==> src/rtl/adlib_pkg.sv <==
// Shared constants and types for the AdLib sound block: OPL2 port decode,
// register-write recovery gaps and the queued write entry format.
package adlib_pkg;

  localparam logic [11:0] OPL_BASE_ADDR = 12'h388;
  localparam int unsigned OPL_ADDR_GAP  = 12;
  localparam int unsigned OPL_DATA_GAP  = 84;
  localparam int unsigned OPL_ENTRY_W   = 9;

  typedef struct packed {
    logic       a0;
    logic [7:0] din;
  } opl_entry_t;

  typedef enum logic [1:0] {
    ST_IDLE  = 2'd0,
    ST_ISSUE = 2'd1,
    ST_GAP   = 2'd2
  } pacer_state_e;

endpackage

==> src/rtl/opl_wr_fifo.sv <==
// Synchronous DEPTH x W FIFO with combinational head output; on a
// simultaneous push/pop the old head is read before the new entry lands.
module opl_wr_fifo
  import adlib_pkg::*;
#(
  parameter int unsigned DEPTH = 8,
  parameter int unsigned W     = OPL_ENTRY_W,
  localparam int unsigned AW   = $clog2(DEPTH)
) (
  input  logic          clk_i,
  input  logic          rst_ni,
  input  logic          flush_i,
  input  logic          push_i,
  input  logic          pop_i,
  input  logic [W-1:0]  din_i,
  output logic [W-1:0]  dout_o,
  output logic          full_o,
  output logic          empty_o,
  output logic [AW:0]   count_o
);

  typedef logic [AW-1:0] ptr_t;
  typedef logic [AW:0]   cnt_t;

  logic [W-1:0] mem_q [DEPTH];
  ptr_t         wr_ptr_q, wr_ptr_d;
  ptr_t         rd_ptr_q, rd_ptr_d;
  cnt_t         count_q, count_d;
  logic         do_push, do_pop;

  assign empty_o = (count_q == '0);
  assign full_o  = (count_q == cnt_t'(DEPTH));
  assign do_pop  = pop_i && !empty_o;
  assign do_push = push_i && (!full_o || do_pop);
  assign dout_o  = mem_q[rd_ptr_q];
  assign count_o = count_q;

  always_comb begin
    wr_ptr_d = wr_ptr_q;
    rd_ptr_d = rd_ptr_q;
    count_d  = count_q;
    if (do_push) wr_ptr_d = wr_ptr_q + ptr_t'(1);
    if (do_pop)  rd_ptr_d = rd_ptr_q + ptr_t'(1);
    case ({do_push, do_pop})
      2'b10:   count_d = count_q + cnt_t'(1);
      2'b01:   count_d = count_q - cnt_t'(1);
      default: count_d = count_q;
    endcase
    if (flush_i) begin
      wr_ptr_d = '0;
      rd_ptr_d = '0;
      count_d  = '0;
    end
  end

  always_ff @(posedge clk_i) begin
    if (!rst_ni) begin
      wr_ptr_q <= '0;
      rd_ptr_q <= '0;
      count_q  <= '0;
    end else begin
      wr_ptr_q <= wr_ptr_d;
      rd_ptr_q <= rd_ptr_d;
      count_q  <= count_d;
    end
  end

  always_ff @(posedge clk_i) begin
    if (do_push && !flush_i) mem_q[wr_ptr_q] <= din_i;
  end

endmodule

==> src/rtl/opl_wr_pacer.sv <==
// Queues CPU writes to 0x388/0x389 and releases them to the OPL2 core with
// register-write recovery gaps counted in cen ticks. Optional: OPL_WR_PACER_BYPASS_EN.
module opl_wr_pacer
  import adlib_pkg::*;
#(
  parameter int unsigned DEPTH    = 8,
  parameter int unsigned ADDR_GAP = OPL_ADDR_GAP,
  parameter int unsigned DATA_GAP = OPL_DATA_GAP
) (
  input  logic        iClk,
  input  logic        iRst,
  input  logic        iClkEn,
  input  logic        iWr,
  input  logic [7:0]  iWrData,
  input  logic [19:0] iAddr,
  output logic        oOplWr,
  output logic        oOplA0,
  output logic [7:0]  oOplDin,
  output logic        oBusy,
  output logic        oOverflow
`ifdef OPL_WR_PACER_BYPASS_EN
  ,
  input  logic        iBypass
`endif
);

  localparam int unsigned AW      = $clog2(DEPTH);
  localparam int unsigned GAP_MAX = (DATA_GAP > ADDR_GAP) ? DATA_GAP : ADDR_GAP;
  localparam int unsigned GW      = $clog2(GAP_MAX) + 1;

  typedef logic [GW-1:0] gap_t;
  typedef logic [AW:0]   cnt_t;

  pacer_state_e state_q, state_d;
  gap_t         gap_q, gap_d;
  opl_entry_t   last_q, last_d;
  opl_entry_t   head, wr_ent;
  logic         ovf_q, ovf_d;
  logic         busy_q, busy_d;
  logic         sel, bypass, issue, push, pop;
  logic         fifo_full, fifo_empty;
  cnt_t         fifo_cnt, cnt_nxt;
  logic         unused_addr;

`ifdef OPL_WR_PACER_BYPASS_EN
  assign bypass = iBypass;
`else
  assign bypass = 1'b0;
`endif

  assign unused_addr = ^iAddr[19:12];
  assign sel    = iWr && ({iAddr[11:1], 1'b0} == OPL_BASE_ADDR);
  assign wr_ent = opl_entry_t'({iAddr[0], iWrData});

  // Issuing on the expiring GAP tick itself keeps strobe-to-strobe spacing
  // exactly equal to the gap, with no idle tick between queued writes.
  assign issue = !bypass && iClkEn && !fifo_empty &&
                 ((state_q != ST_GAP) || (gap_q == '0));
  assign pop   = issue;
  assign push  = sel && !bypass && (!fifo_full || pop);

  opl_wr_fifo #(
    .DEPTH (DEPTH),
    .W     (OPL_ENTRY_W)
  ) u_fifo (
    .clk_i   (iClk),
    .rst_ni  (iRst),
    .flush_i (bypass),
    .push_i  (push),
    .pop_i   (pop),
    .din_i   (wr_ent),
    .dout_o  (head),
    .full_o  (fifo_full),
    .empty_o (fifo_empty),
    .count_o (fifo_cnt)
  );

  always_comb begin
    state_d = state_q;
    gap_d   = gap_q;
    unique case (state_q)
      ST_IDLE:  if (!fifo_empty) state_d = ST_ISSUE;
      ST_ISSUE: state_d = ST_ISSUE;
      ST_GAP: begin
        if (iClkEn) begin
          if (gap_q == '0) state_d = ST_IDLE;
          else             gap_d   = gap_q - gap_t'(1);
        end
      end
      default:  state_d = ST_IDLE;
    endcase
    if (issue) begin
      state_d = ST_GAP;
      gap_d   = head.a0 ? gap_t'(DATA_GAP - 1) : gap_t'(ADDR_GAP - 1);
    end
    if (bypass) begin
      state_d = ST_IDLE;
      gap_d   = '0;
    end
  end

  always_comb begin
    cnt_nxt = fifo_cnt + cnt_t'(push) - cnt_t'(pop);
    ovf_d   = ovf_q || (sel && !bypass && fifo_full && !pop);
    busy_d  = !bypass && ((cnt_nxt != '0) || (state_d != ST_IDLE));
    last_d  = last_q;
    if (issue)              last_d = head;
    else if (bypass && sel) last_d = wr_ent;
  end

  always_ff @(posedge iClk) begin
    if (!iRst) begin
      state_q <= ST_IDLE;
      gap_q   <= '0;
      last_q  <= '0;
      ovf_q   <= 1'b0;
      busy_q  <= 1'b0;
    end else begin
      state_q <= state_d;
      gap_q   <= gap_d;
      last_q  <= last_d;
      ovf_q   <= ovf_d;
      busy_q  <= busy_d;
    end
  end

  assign oOplWr    = bypass ? sel : issue;
  assign oOplA0    = last_d.a0;
  assign oOplDin   = last_d.din;
  assign oBusy     = busy_q;
  assign oOverflow = ovf_q;

endmodule

==> config.mk <==
export PLATFORM = sky130hd
export DESIGN_NAME = opl_wr_pacer
export DESIGN_NICKNAME = d
export VERILOG_FILES = /design/src/rtl/adlib_pkg.sv /design/src/rtl/opl_wr_fifo.sv /design/src/rtl/opl_wr_pacer.sv
export SDC_FILE = /design/constraint.sdc
export NUM_CORES = 1
export LEC_CHECK = 0
export CORE_UTILIZATION = 30
export CTS_CLUSTER_SIZE = 20
export DETAILED_ROUTE_END_ITERATION = 10
export PLACE_DENSITY = 0.52
export REMOVE_ABC_BUFFERS = 1
export SLEW_MARGIN = 25
export SYNTH_ARGS = -nofsm -noshare
export SYNTH_HDL_FRONTEND = slang
export SYNTH_HIERARCHICAL = 1
export SYNTH_SLANG_ARGS = --single-unit
==> constraint.sdc <==
create_clock -name iClk -period 10.1 [get_ports iClk]
set_clock_uncertainty 0.2 [all_clocks]
set_input_delay 2.525 -clock iClk [delete_from_list [all_inputs] [get_ports iClk]]
set_output_delay 2.525 -clock iClk [all_outputs]
set_load 0.03 [all_outputs]
==> results.md, run 1 <==
- WL final: 9620 um
- Hold Vio Cnt, Final: 0
- Slew headroom: between 30% and 40%
- # setup viols final: 0
- Hpwl dp: 6370 um
- Via-per-instance ratio: about 5
- Most frequent cells in the layout: 72 x edfxtp_1, 35 x clkdlybuf4s50_1, 33 x dfxtp_1
- FFs w/ async S/R, synth: 0%
- Clock Path Buffers: 2
- Crit path DAT: ~4.8 ns
- Vias in the first global route: a little under 3000
- Post-synth top area cell: edfxtp_1
- Pins over their slew limit: 0
- DRC errors left: 0
- H-tree Lvls: 3
- Placed Instances: approximately 580
- 1st-iter DRT viols: 157
- Pre-antenna DRT Iters: 4
- Slew @ Worst Pin: slightly below 1 ns
- Yosys reg bits: 106
- Status: complete, no violations
- Chip Height: 128 um
- Setup crit start: iClkEn
- PortBufs: 35
- Starting Density: 30.9%
- Root buffer cell: clkbuf_16
- Synth top area cells: edfxtp_1 46%, dfxtp_1 14%, mux4_1 8.9%
- Post-layout nets: 424
- Kind of critical path: in2out
- Synth Flop Type: edfxtp_1
- Die W: 128 um
- Fin crit share: 74.3%
- Post-synth EDFFs: 72
- Core Area: about 0.015 mm^2
- Power Total: 813 uW
- Ant. Diodes: 0
- Non-Filler Instances: 598
- Routed vias: just under 3000
- Clock slew at reported path FFs: 0.07 ns
- CTS buffer count: 9
- Cell row count: 45
- Mapped Area: 0.00473 mm^2
- Synthesis-to-finish area growth: 18.8%
- Total GRT Usage: 12.6%
- Worst Setup End Kind: output pin
- Sequential fraction of the synthesis area: 60.1%
- CP Cell Sequence: clkdlybuf4s50_1, nor2b_1, buf_4, nand2_1, inv_1, clkdlybuf4s50_1
- CP max FO: 13
- Setup repair after global routing missed its margin: no
- First-pass GRT wire length: 15400 um
- Largest net degree at the start of global routing: 20
- Worst Path Required: 7.38 ns
- Critical path buffers and inverters: 4
- Wire per inst: roughly 16 um
- Yosys cell types: 58
- Setup TNS: 0 ns
- Die area: about 0.016 mm^2
- Crit path to: oOplWr
- Syn_area_per_cell: 13.7 um^2
- Achievable frequency: 0.133 GHz
- Worst vdd ir: 0.0880 mV
- Crit path depth: 6
- Clk sinks: 106
- Share of post-route cells with drive strength above 1: ~11%
- Synth top area share: 45.7%
- Worst R2R Path Depth: 14
- Min Tclk post-route: approximately 7.5 ns
- RR Endpoint: u_fifo/count_o[3]$_SDFFE_PP0P_
- CTS tree: built
- Kind of cell adding the most delay to the critical path: buffers and inverters
- Io pins: 44
- Worst Hold Class: reg2reg
- Post-CTS sizing: 0
- CP peak stage delay: 0.74 ns
- Worst flop-to-flop path startpoint: gap_q[0]$_SDFFE_PN0P_
- Post-CTS repair timing setup buffer count: 0
- Routed Antenna Nets: 0
- R2R Setup Slk: 5.84 ns
- Total of max-cap violations: 0
- CP Launch Type: primary input
- PD cells: roughly 140 mW/mm^2
- Yosys Warn Count: 6
- Initial antenna violation count: 0
- GP Congestion: between 0.7 and 0.8
- Most common cell after layout, fill and taps aside: edfxtp_1
- Final hold slack: 0.277 ns
- Top cell by count, worst path: clkdlybuf4s50_1
- Synthesized instance count: 344
- Slowest CP cell: clkdlybuf4s50_1
- GRT overflow: 0
- Post-CTS Hold Buffers: 0
- Static Leakage: roughly 1.9 nW
- Clock Latency Late Sink: between 0.3 and 0.4 ns
[metal layers]
metal | share of wire (%) | up-vias | global-route usage, %
met1 | 46 | 1457 | 16.5
met5 | 0 | - | 0
met2 | 48 | 71 | 20.9
li1 | - | 1410 | -
met4 | 0.63 | 0 | 2.94
met3 | 4.7 | 5 | 3.06
[sequential cells by signal, summed over array words and instances (netlist names), named ones only]
register         count
state_q              2
oOverflow            1
u_fifo/rd_ptr_q      3
gap_q                8
u_fifo/mem_q        72
u_fifo/wr_ptr_q      3
u_fifo/count_o       4
last_q               9
oBusy                1
[worst min-delay path by stage]
stage / start / end / slack (ns) / cells after the start
global placement: oOverflow$_SDFF_PN0_ / oOverflow$_SDFF_PN0_ / 0.26 / 1
global route: oOverflow$_SDFF_PN0_ / oOverflow$_SDFF_PN0_ / 0.32 / 1
detailed placement: oOverflow$_SDFF_PN0_ / oOverflow$_SDFF_PN0_ / 0.27 / 1
finish: oOverflow$_SDFF_PN0_ / oOverflow$_SDFF_PN0_ / 0.28 / 1
CTS: oOverflow$_SDFF_PN0_ / oOverflow$_SDFF_PN0_ / 0.28 / 1
floorplan: state_q[1]$_SDFF_PN0_ / state_q[0]$_SDFF_PN0_ / 0.25 / 1
[kinds of logic (layout without fill, tap and decap cells)]
kind of cell             count (synthesis)  count (layout)  synth area share (%)
AO/OA/AOI/OAI                           66              66                  9.02
XOR/XNOR                                11              11                  2.04
adder cells (fa/ha/maj)                 10              10                  2.96
buffers and inverters                   32              71                  2.99
flip-flops                             106             106                  60.1
multiplexers                            31              31                  12.8
other                                    1               5                0.0793
AND/OR/NAND/NOR                         87              87                  9.97
[stage by stage]
step           instance area (um^2)  util [%]  worst slack [ns]
2_1_floorplan                  4660         -              3.83
3_5_place_dp                   5330      34.8              2.58
5_1_grt                        5620      36.7              2.46
4_1_cts                        5610      36.7              2.57
3_3_place_gp                   5330      34.8              2.58
6_report                       5620      36.7              2.59
[where the power goes]
| group | internal (mW) | total [mW] | leakage (nW) | switching (mW) |
|---|---|---|---|---|
| logic | 0.00909 | 0.0175 | 0.843 | 0.00842 |
| registers | 0.462 | 0.462 | 0.921 | 0.00000252 |
| clock network | 0.172 | 0.334 | 0.142 | 0.162 |
| total | 0.643 | 0.813 | 1.91 | 0.170 |
[layout make-up]
| cell class | count | area (um^2) |
|---|---|---|
| clock buffers | 9 | 225 |
| clock inverters | 7 | 57.6 |
| fillers | 1504 | 9700 |
| well taps | 211 | 264 |
| repair buffers | 39 | 380 |
| inverters | 16 | 60.1 |
| flip-flops and latches | 106 | 2840 |
| multi-input cells | 210 | 1790 |
[synthesized netlist by cell type (all sizes together) (8+ instances only)]
| cell | number |
|---|---|
| dfxtp | 34 |
| mux4 | 18 |
| inv | 16 |
| o21ai | 18 |
| nand3 | 12 |
| nor2 | 22 |
| a21oi | 21 |
| clkbuf | 10 |
| ha | 8 |
| nand2 | 15 |
| edfxtp | 72 |
| mux2 | 9 |
Power figures use the tool's default switching activity.
==> inputs of run 2 (changes only) <==
==> constraint.sdc (replaced) <==
create_clock -name iClk -period 7.3 [get_ports iClk]
set_clock_uncertainty 0.2 [all_clocks]
set_input_delay 1.825 -clock iClk [delete_from_list [all_inputs] [get_ports iClk]]
set_output_delay 1.825 -clock iClk [all_outputs]
set_load 0.03 [all_outputs]
==> results.md, run 2 (same netlist as run 1, synthesis figures left out) <==
- Status: complete, no violations (unchanged)
- NetSw: 244 uW (was 170 uW)
- Final core occ: 36.9% (was 36.7%)
- Synthesis-to-finish area growth: 19.6% (was 18.8%)
- Crit path DAT: 3.93 ns (was 4.78 ns)
- Fill count: 1527 (was 1504)
- Pins over their slew limit: 0 (unchanged)
- Total of max-cap violations: 0 (unchanged)
- Setup TNS: 0 ns (unchanged)
- Hold Vio Cnt, Final: 0 (unchanged)
- H-tree Lvls: 3 (unchanged)
- Core Area: 0.0153 mm^2 (unchanged)
- Setup repair after global routing missed its margin: no (unchanged)
- Pint: 928 uW (was 643 uW)
- Post-CTS Hold Buffers: 0 (unchanged)
- Min Tclk post-route: 5.95 ns
- Clock Path Buffers: 2 (unchanged)
- Non-Filler Instances: 600 (was 598)
- Pre-antenna DRT Iters: 4 (unchanged)
- Routed vias: 2926 (was 2943)
- Clock slew at reported path FFs: 0.07 ns (about the same)
- Chip Height: 128 um (unchanged)
- Worst Setup End Kind: output pin (unchanged)
- Post-CTS repair timing setup buffer count: 0 (unchanged)
- Worst Hold Class: reg2reg (unchanged)
- Root buffer cell: clkbuf_16 (unchanged)
- CTS tree: built (unchanged)
- Io pins: 44 (unchanged)
- CP Launch Type: primary input (unchanged)
- DRC errors left: 0 (unchanged)
- R2R Setup Slk: 3.05 ns (was 5.84 ns)
- Die W: 128 um (unchanged)
- GP Congestion: 0.793 (was 0.799)
- CP max FO: 12 (was 13)
- CTS buffer count: 9 (unchanged)
- # setup viols final: 0 (unchanged)
- Routed Antenna Nets: 0 (unchanged)
- Largest register FFs: 72 (unchanged)
- PortBufs: 35 (unchanged)
- First-pass GRT wire length: 15400 um (about the same)
- Wire per inst: 16.2 um (was 16.1 um)
- Worst vdd ir: 0.121 mV (was 0.0880 mV)
- Most common cell after layout, fill and taps aside: edfxtp_1 (unchanged)
- Clock Latency Late Sink: 0.34 ns (about the same)
- Ant. Diodes: 0 (unchanged)
- Total GRT Usage: 12.6% (about the same)
- Vias in the first global route: 2894 (was 2919)
- Combinational Power Share: 2.0% (was 2.2%)
- Achievable frequency: ~0.17 GHz
- Fin crit share: around 82%
- 1st-iter DRT viols: 129 (was 157)
- Share of post-route cells with drive strength above 1: 11.3% (was 10.9%)
- Sw Ratio: 20.8% (was 21.0%)
- Post-layout nets: 426 (was 424)
- Share of total power in the clock network: 43.4% (was 41.0%)
- Clk sinks: 106 (unchanged)
- Static Leakage: 1.93 nW (was 1.91 nW)
- Die area: 0.0163 mm^2 (unchanged)
- Top flop regs: u_fifo/mem_q: 72 flops, last_q: 9 flops, gap_q: 8 flops (unchanged)
- Biggest register: u_fifo/mem_q (unchanged)
- Cell row count: 45 (unchanged)
- WL final: 9730 um (was 9620 um)
- Most frequent cells in the layout: 72 x edfxtp_1, 35 x clkdlybuf4s50_1, 33 x dfxtp_1 (unchanged)
- Starting Density: 30.9% (unchanged)
- Place WS: 1.34 ns (was 2.58 ns)
- Hpwl dp: 6390 um (was 6370 um)
- Worst Path Required: 5.28 ns (was 7.38 ns)
- Setup WS post-layout: 1.35 ns (was 2.59 ns)
- Initial antenna violation count: 0 (unchanged)
- GRT overflow: 0 (unchanged)
- Flop pwr share: 54.6% (was 56.8%)
- Post-CTS sizing: 0 (unchanged)
- Placed Instances: 584 (was 582)
- PD cells: 207 mW/mm^2 (was 145 mW/mm^2)
- Slew @ Worst Pin: 0.885 ns (was 0.986 ns)
- Kind of critical path: in2out (unchanged)
- Via-per-instance ratio: 4.88 (was 4.92)
- Largest net degree at the start of global routing: 21 (was 20)
- Slew headroom: 41.0% (was 34.0%)
## run 2: final timing paths
| check | from | to | cells after the start |
|---|---|---|---|
| worst max-delay path | iClkEn | oOplDin[4] | 6 |
| worst min-delay path | oOverflow$_SDFF_PN0_ | oOverflow$_SDFF_PN0_ | 1 |
| worst max register to register | gap_q[0]$_SDFFE_PN0P_ | u_fifo/count_o[3]$_SDFFE_PP0P_ | 14 |
| worst min register to register | oOverflow$_SDFF_PN0_ | oOverflow$_SDFF_PN0_ | 1 |
## run 2: final cells by class
cell class	instances	area, um^2	share of cell area (%)
flip-flops and latches	106	2840	50.3
inverters	16	60.1	1.06
clock buffers	9	225	3.98
clock inverters	7	88.8	1.57
repair buffers	41	395	6.99
well taps	211	264	4.67
multi-input cells	210	1780	31.5
## run 2: critical path, cell delays in order
cell             delay (ns)
clkdlybuf4s50_1        0.72
nor2b_1                0.22
buf_4                  0.21
nand3_1                0.12
nand2_1                0.14
clkdlybuf4s50_1        0.68
## run 2: metrics by stage
| stage | cell area [um^2] | hold slack (ns) | power, mW |
|---|---|---|---|
| 2_1_floorplan | 4660 | 0.249 | 0.658 |
| 4_1_cts | 5650 | 0.273 | 1.19 |
| 6_report | 5660 | 0.270 | 1.17 |
| 3_5_place_dp | 5340 | 0.256 | 0.677 |
| 3_3_place_gp | 5340 | 0.255 | 0.676 |
| 5_1_grt | 5660 | 0.310 | 1.21 |
## run 2: per-layer routing
layer	vias to the layer above	routed length (um)	GRT usage, %
met4	0	80	3.78
met1	1458	4540	16.3
met5	-	0	0
li1	1406	-	-
met2	55	4680	21.3
met3	7	436	2.64
## run 2: power by group through the flow
stage | logic [mW] | registers (mW) | clock network (mW)
finish | 0.0240 | 0.639 | 0.508
global route | 0.0262 | 0.639 | 0.543
CTS | 0.0242 | 0.639 | 0.522
detailed placement | 0.0241 | 0.653 | 0
global placement | 0.0234 | 0.653 | 0
floorplan | 0.00447 | 0.653 | 0
